--- config.mk ---
export PLATFORM = sky130hd
export DESIGN_NAME = btn_bram_read_ctrl
export DESIGN_NICKNAME = d
export VERILOG_FILES = /design/src/rtl/btn_bram_read_ctrl.sv
export SDC_FILE = /design/constraint.sdc
export NUM_CORES = 1
export LEC_CHECK = 0
export ABC_AREA = 1
export ABC_CLOCK_PERIOD_IN_PS = 1480
export CORE_MARGIN = 4
export CORE_UTILIZATION = 30
export DETAILED_ROUTE_END_ITERATION = 6
export PLACE_DENSITY = 0.46
export SLEW_MARGIN = 20
export SYNTH_ARGS = -nofsm -noshare
export SYNTH_HDL_FRONTEND = slang
export SYNTH_SLANG_ARGS = --single-unit
--- constraint.sdc ---
create_clock -name clk_i -period 1.48 [get_ports clk_i]
set_input_delay 0.296 -clock clk_i [delete_from_list [all_inputs] [get_ports clk_i]]
set_output_delay 0.296 -clock clk_i [all_outputs]
set_load 0.03 [all_outputs]
--- src/rtl/btn_bram_read_ctrl.sv ---
// Push-button driven BRAM read sequencer.
// Each button is synchronised and debounced. A debounced rising edge becomes a read request,
// and the lowest-index request wins. The controller issues one BRAM read, waits the read
// latency, then captures the word onto the LEDs and holds it there.
module btn_bram_read_ctrl #(
    parameter int unsigned N_BTN        = 4,
    parameter int unsigned ADDR_W       = 4,
    parameter int unsigned DATA_W       = 4,
    parameter int unsigned ADDR_BASE    = 0,
    parameter int unsigned RD_LAT       = 2,
    parameter int unsigned DEBOUNCE_CYC = 1_000_000
) (
    input  logic              clk_i,
    input  logic              rst_ni,
    input  logic [N_BTN-1:0]  btn_i,
    output logic              bram_en_o,
    output logic [ADDR_W-1:0] bram_addr_o,
    input  logic [DATA_W-1:0] bram_dout_i,
    output logic [DATA_W-1:0] leds_o,
    output logic              rd_valid_o,
    output logic              busy_o
);

    localparam int unsigned CntW = $clog2(DEBOUNCE_CYC + 1);
    localparam int unsigned IdxW = (N_BTN > 1) ? $clog2(N_BTN) : 1;
    localparam int unsigned LatW = $clog2(RD_LAT + 1);

    typedef enum logic [1:0] {StIdle, StIssue, StWait, StCapture} state_e;

    logic [N_BTN-1:0]  sync1_q, sync2_q;
    logic [N_BTN-1:0]  deb_q, deb_d;
    logic [N_BTN-1:0]  press_q, press_d;
    logic [CntW-1:0]   cnt_q [N_BTN];
    logic [CntW-1:0]   cnt_d [N_BTN];

    logic              any_press;
    logic [IdxW-1:0]   win_idx;
    logic [ADDR_W-1:0] issue_addr;

    state_e            state_q;
    logic [LatW-1:0]   lat_q;
    logic              bram_en_q, rd_valid_q, busy_q;
    logic [ADDR_W-1:0] bram_addr_q;
    logic [DATA_W-1:0] leds_q;

    // Two-flop synchroniser on the raw button levels.
    always_ff @(posedge clk_i or negedge rst_ni) begin
        if (!rst_ni) begin
            sync1_q <= '0;
            sync2_q <= '0;
        end else begin
            sync1_q <= btn_i;
            sync2_q <= sync1_q;
        end
    end

    // Debounce: count cycles of disagreement and flip the level once the count is reached.
    always_comb begin
        deb_d   = deb_q;
        press_d = '0;
        for (int i = 0; i < N_BTN; i++) begin
            cnt_d[i] = '0;
            if (sync2_q[i] != deb_q[i]) begin
                if (cnt_q[i] == CntW'(DEBOUNCE_CYC - 1)) begin
                    deb_d[i]   = ~deb_q[i];
                    // Only a 0->1 flip is a press; releases produce nothing.
                    press_d[i] = ~deb_q[i];
                end else begin
                    cnt_d[i] = cnt_q[i] + 1'b1;
                end
            end
        end
    end

    // Debounce state and the one-cycle press pulses.
    always_ff @(posedge clk_i or negedge rst_ni) begin
        if (!rst_ni) begin
            deb_q   <= '0;
            press_q <= '0;
            for (int i = 0; i < N_BTN; i++) begin
                cnt_q[i] <= '0;
            end
        end else begin
            deb_q   <= deb_d;
            press_q <= press_d;
            for (int i = 0; i < N_BTN; i++) begin
                cnt_q[i] <= cnt_d[i];
            end
        end
    end

    // Fixed-priority pick: scanning downwards leaves the lowest asserted index.
    always_comb begin
        any_press = |press_q;
        win_idx   = '0;
        for (int i = N_BTN - 1; i >= 0; i--) begin
            if (press_q[i]) begin
                win_idx = IdxW'(i);
            end
        end
    end

    // Address wraps modulo 2^ADDR_W.
    assign issue_addr = ADDR_W'(ADDR_BASE + 32'(win_idx));

    // Read sequencer; all outputs are registered and set on entry to the state that owns them.
    always_ff @(posedge clk_i or negedge rst_ni) begin
        if (!rst_ni) begin
            state_q     <= StIdle;
            lat_q       <= '0;
            bram_en_q   <= 1'b0;
            bram_addr_q <= '0;
            leds_q      <= '0;
            rd_valid_q  <= 1'b0;
            busy_q      <= 1'b0;
        end else begin
            bram_en_q  <= 1'b0;
            rd_valid_q <= 1'b0;
            case (state_q)
                StIdle: begin
                    if (any_press) begin
                        state_q     <= StIssue;
                        bram_en_q   <= 1'b1;
                        bram_addr_q <= issue_addr;
                        busy_q      <= 1'b1;
                    end
                end
                StIssue: begin
                    if (RD_LAT == 1) begin
                        state_q <= StCapture;
                    end else begin
                        state_q <= StWait;
                        lat_q   <= LatW'(1);
                    end
                end
                StWait: begin
                    if (lat_q == LatW'(RD_LAT - 1)) begin
                        state_q <= StCapture;
                    end else begin
                        lat_q <= lat_q + 1'b1;
                    end
                end
                StCapture: begin
                    leds_q     <= bram_dout_i;
                    rd_valid_q <= 1'b1;
                    busy_q     <= 1'b0;
                    state_q    <= StIdle;
                end
                default: begin
                    state_q <= StIdle;
                end
            endcase
        end
    end

    assign bram_en_o   = bram_en_q;
    assign bram_addr_o = bram_addr_q;
    assign leds_o      = leds_q;
    assign rd_valid_o  = rd_valid_q;
    assign busy_o      = busy_q;

endmodule

==> results.txt <==
Status -> complete, no violations
Final worst slack -> 0.008949 ns
Worst setup path startpoint -> cnt_q[60]
Worst-path fanout max -> 4
Tcrit/Tclk final -> 99.40%
Hold Fails Final Rpt -> 0
Number of synthesized flops with an enable pin -> 0
Clock transition at path regs -> 0.07 ns
Clock network fraction of total power -> 45.3%
DIE AREA -> 21220 µm²
Nets -> 766
RSZ-0062 raised after global routing -> yes
Vias per cell -> 4.505
CP Data Arrival Time -> 1.72 ns
FP Rows -> 50
Slowest cell delay on critical path -> 0.39 ns
Slew Limit Fails -> 0
Hold Crit Start -> sync1_q[3]
Layout area overhead -> 19.87%
Sequential area share after synthesis -> 47.98%
Switching pwr -> 1265 µW
CTS Buf Count -> 9
Vias -> 4433
Fmax -> 679.8 MHz
IR Drop Worst-Case VDD -> 0.0005165 V
CTS max path bufs -> 2
RR Startpoint -> cnt_q[60]
Combinational share of power -> 4.0%
Mapped Avg Cell Area -> 8.252 µm²
Synthesized area -> 5685 µm²
Initial DRT Pass Iterations -> 4
Pint -> 4753 µW
Tot GR Track Use -> 11.79%
Placed Area -> 6310 µm²
I/O pins -> 21
Design Area, Final -> 6815 µm²
Yosys reg bits -> 109
Largest net degree at the start of global routing -> 65
HP Class -> reg2reg
Reg-to-reg endpoint -> cnt_q[78]
Startpoint Class -> flop
Worst R2R Path Depth -> 9
PwrDens -> 883.0 nW/µm²
Hpwl dp -> 8722 µm
Ys async rst share -> 100.0%
R2r setup slk -> 0.009 ns
Maxcap violations -> 0
Post-Route WL -> 11940 µm
Htree depth -> 3
Initial Util -> 30.50%
Clock skew -> 0.005288 ns
Static leakage -> 0.002978 µW
Ys Warns -> 0
DP Worst Slack -> 0.03076 ns
GRT overflow -> 0
CP Class -> reg2reg
Synth Flop Type -> dfrtp_1
Setup-failing EPs final -> 0
Fraction of layout cells with a size suffix above 1 -> 14.93%
CP endpoint -> cnt_q[78]
Synth cell types -> 35
DR iter-0 viols -> 297
Flop pwr share -> 50.6%
Root cell of the clock tree -> clkbuf_16
Via count of the first global-routing pass -> 4374
N_diodes -> 0
TritonCTS clock tree -> yes
Post-route antenna net violation count -> 0
Tmin final -> 1.471 ns
Core ar. -> 18640 µm²
Clock latency on the worst-skew pair -> 0.35 ns
CP endpoint kind -> flop
Chip height -> 145.7 µm
DR DRC count -> 0
Sw frac -> 21.01%
Routed len/inst -> 12.13 µm
Slowest CP cell -> dfrtp_1
Post-Synthesis Cells -> 689
Required @ worst endpoint -> 1.73 ns
DIE WIDTH -> 145.7 µm
Worst path cell trace -> ha_2 -> nand2_2 -> nor2_4 -> buf_6 -> nand3b_4 -> nor2_4 -> nand2_1 -> nand2_1 -> nor2_1
Routability Congestion -> 0.8258
Port buffer count -> 18
First-pass GRT wire length -> 20720 µm
Clock sink count -> 109
Initial antenna violation count -> 0
[repair_timing]
item                       in CTS  in global routing
setup endpoints to repair       9                 50
hold buffers                    1                  0
hold endpoints to repair      109                  0
gates resized for setup        10                 32
pin swaps                       0                 12
setup buffers                   0                  8
[layout by cell type (no fill, tap or decap), types with 10 or more instances in the layout]
cell,instances
nor2_2,13
buf_4,28
nand2_2,11
nand4_1,13
dfrtp_1,109
inv_1,58
xnor2_1,18
nand3_1,52
nor2_1,163
nor2_4,14
nand2_1,124
xor2_1,29
o21ai_0,10
[power by group through the flow]
| stage | Combinational [µW] | Sequential (µW) | Clock [µW] |
|---|---|---|---|
| finish | 243 | 3050 | 2730 |
| global route | 283 | 3050 | 2940 |
| CTS | 239 | 3040 | 2810 |
| detailed placement | 236 | 3100 | 0 |
| global placement | 232 | 3100 | 0 |
| floorplan | 100 | 3100 | 0 |
[through the flow]
step	instances	util [%]	setup TNS (ns)	hold slack [ns]	power [µW]
6_report	984	36.56	0	0.3495	6018
5_1_grt	984	36.56	-0.3968	0.3585	6270
4_1_cts	976	35.62	0	0.3524	6092
3_5_place_dp	960	33.85	0	0.3338	3337
3_3_place_gp	960	33.85	0	0.3336	3332
2_1_floorplan	690	-	0	0.0004090	3198
[layer usage]
layer,global-route usage (%),vias to the layer above,wire length (µm)
met5,0,-,0
met3,2.491,17,322
li1,-,2276,-
met1,15.51,2091,5699
met2,19.07,49,5665
met4,4.606,0,252
[registers in the layout (all words and copies together) (netlist names)]
signal	count
bram_addr_o	2
sync2_q	4
rd_valid_o	1
cnt_q	80
busy_o	1
deb_q	4
sync1_q	4
bram_en_o	1
state_q	2
leds_o	4
lat_q	2
press_q	4
[worst max-delay path, delay by kind of cell, from the launching register on]
kind | cells | cell delay (ns)
buf+inv | 1 | 0.14
simple gates | 7 | 0.64
fa+ha+maj | 1 | 0.20
flops | 1 | 0.39
[worst min path at each step]
stage,to,cells past startpoint
6_report,sync2_q[3],0
5_1_grt,sync1_q[3],1
4_1_cts,sync2_q[2],0
3_5_place_dp,rd_valid_o,2
3_3_place_gp,rd_valid_o,2
2_1_floorplan,bram_addr_o[0],0
[cell type report]
type / count / area (µm²)
Tap cell: 234 / 292.8
Sequential cell: 109 / 2728
Fill cell: 1948 / 11830
Clock buffer: 11 / 232.7
Inverter: 66 / 250.2
Clock inverter: 4 / 97.59
Multi-Input combinational cell: 512 / 2801
Timing Repair Buffer: 48 / 412.9
[synthesized netlist by cell type, types with 2 or more instances]
cell type  number  share of area, %
xnor2_1        18               2.8
nor3_1         10              0.88
a21oi_1         8              0.70
nor2_1        170                11
nand2_4         2              0.40
nand4_1        13               1.4
nand3b_1        3              0.40
nand3_2         7               1.2
xor2_1         29               4.5
inv_2           4              0.26
nor3b_1         2              0.26
o21ai_0        11              0.97
nand2_2        12               1.3
nor2_2         10               1.1
ha_1           10               2.2
o21bai_1        4              0.53
nor2_4         10               2.0
buf_4           2              0.26
o21ai_1         4              0.35
inv_1          62               4.1
nand2_1       125               8.3
nand3_1        52               4.6
dfrtp_1       109                48
[logic make-up (layout without fill, tap and decap cells)]
group	after synthesis	in the layout	synth area share, %
buf+inv	69	129	4.709
other cells	1	2	0.06596
xor+xnor	49	49	7.813
fa+ha+maj	10	10	2.201
compound gates	30	30	3.125
simple gates	421	421	34.11
flops	109	109	47.98
Power figures use the tool's default switching activity.
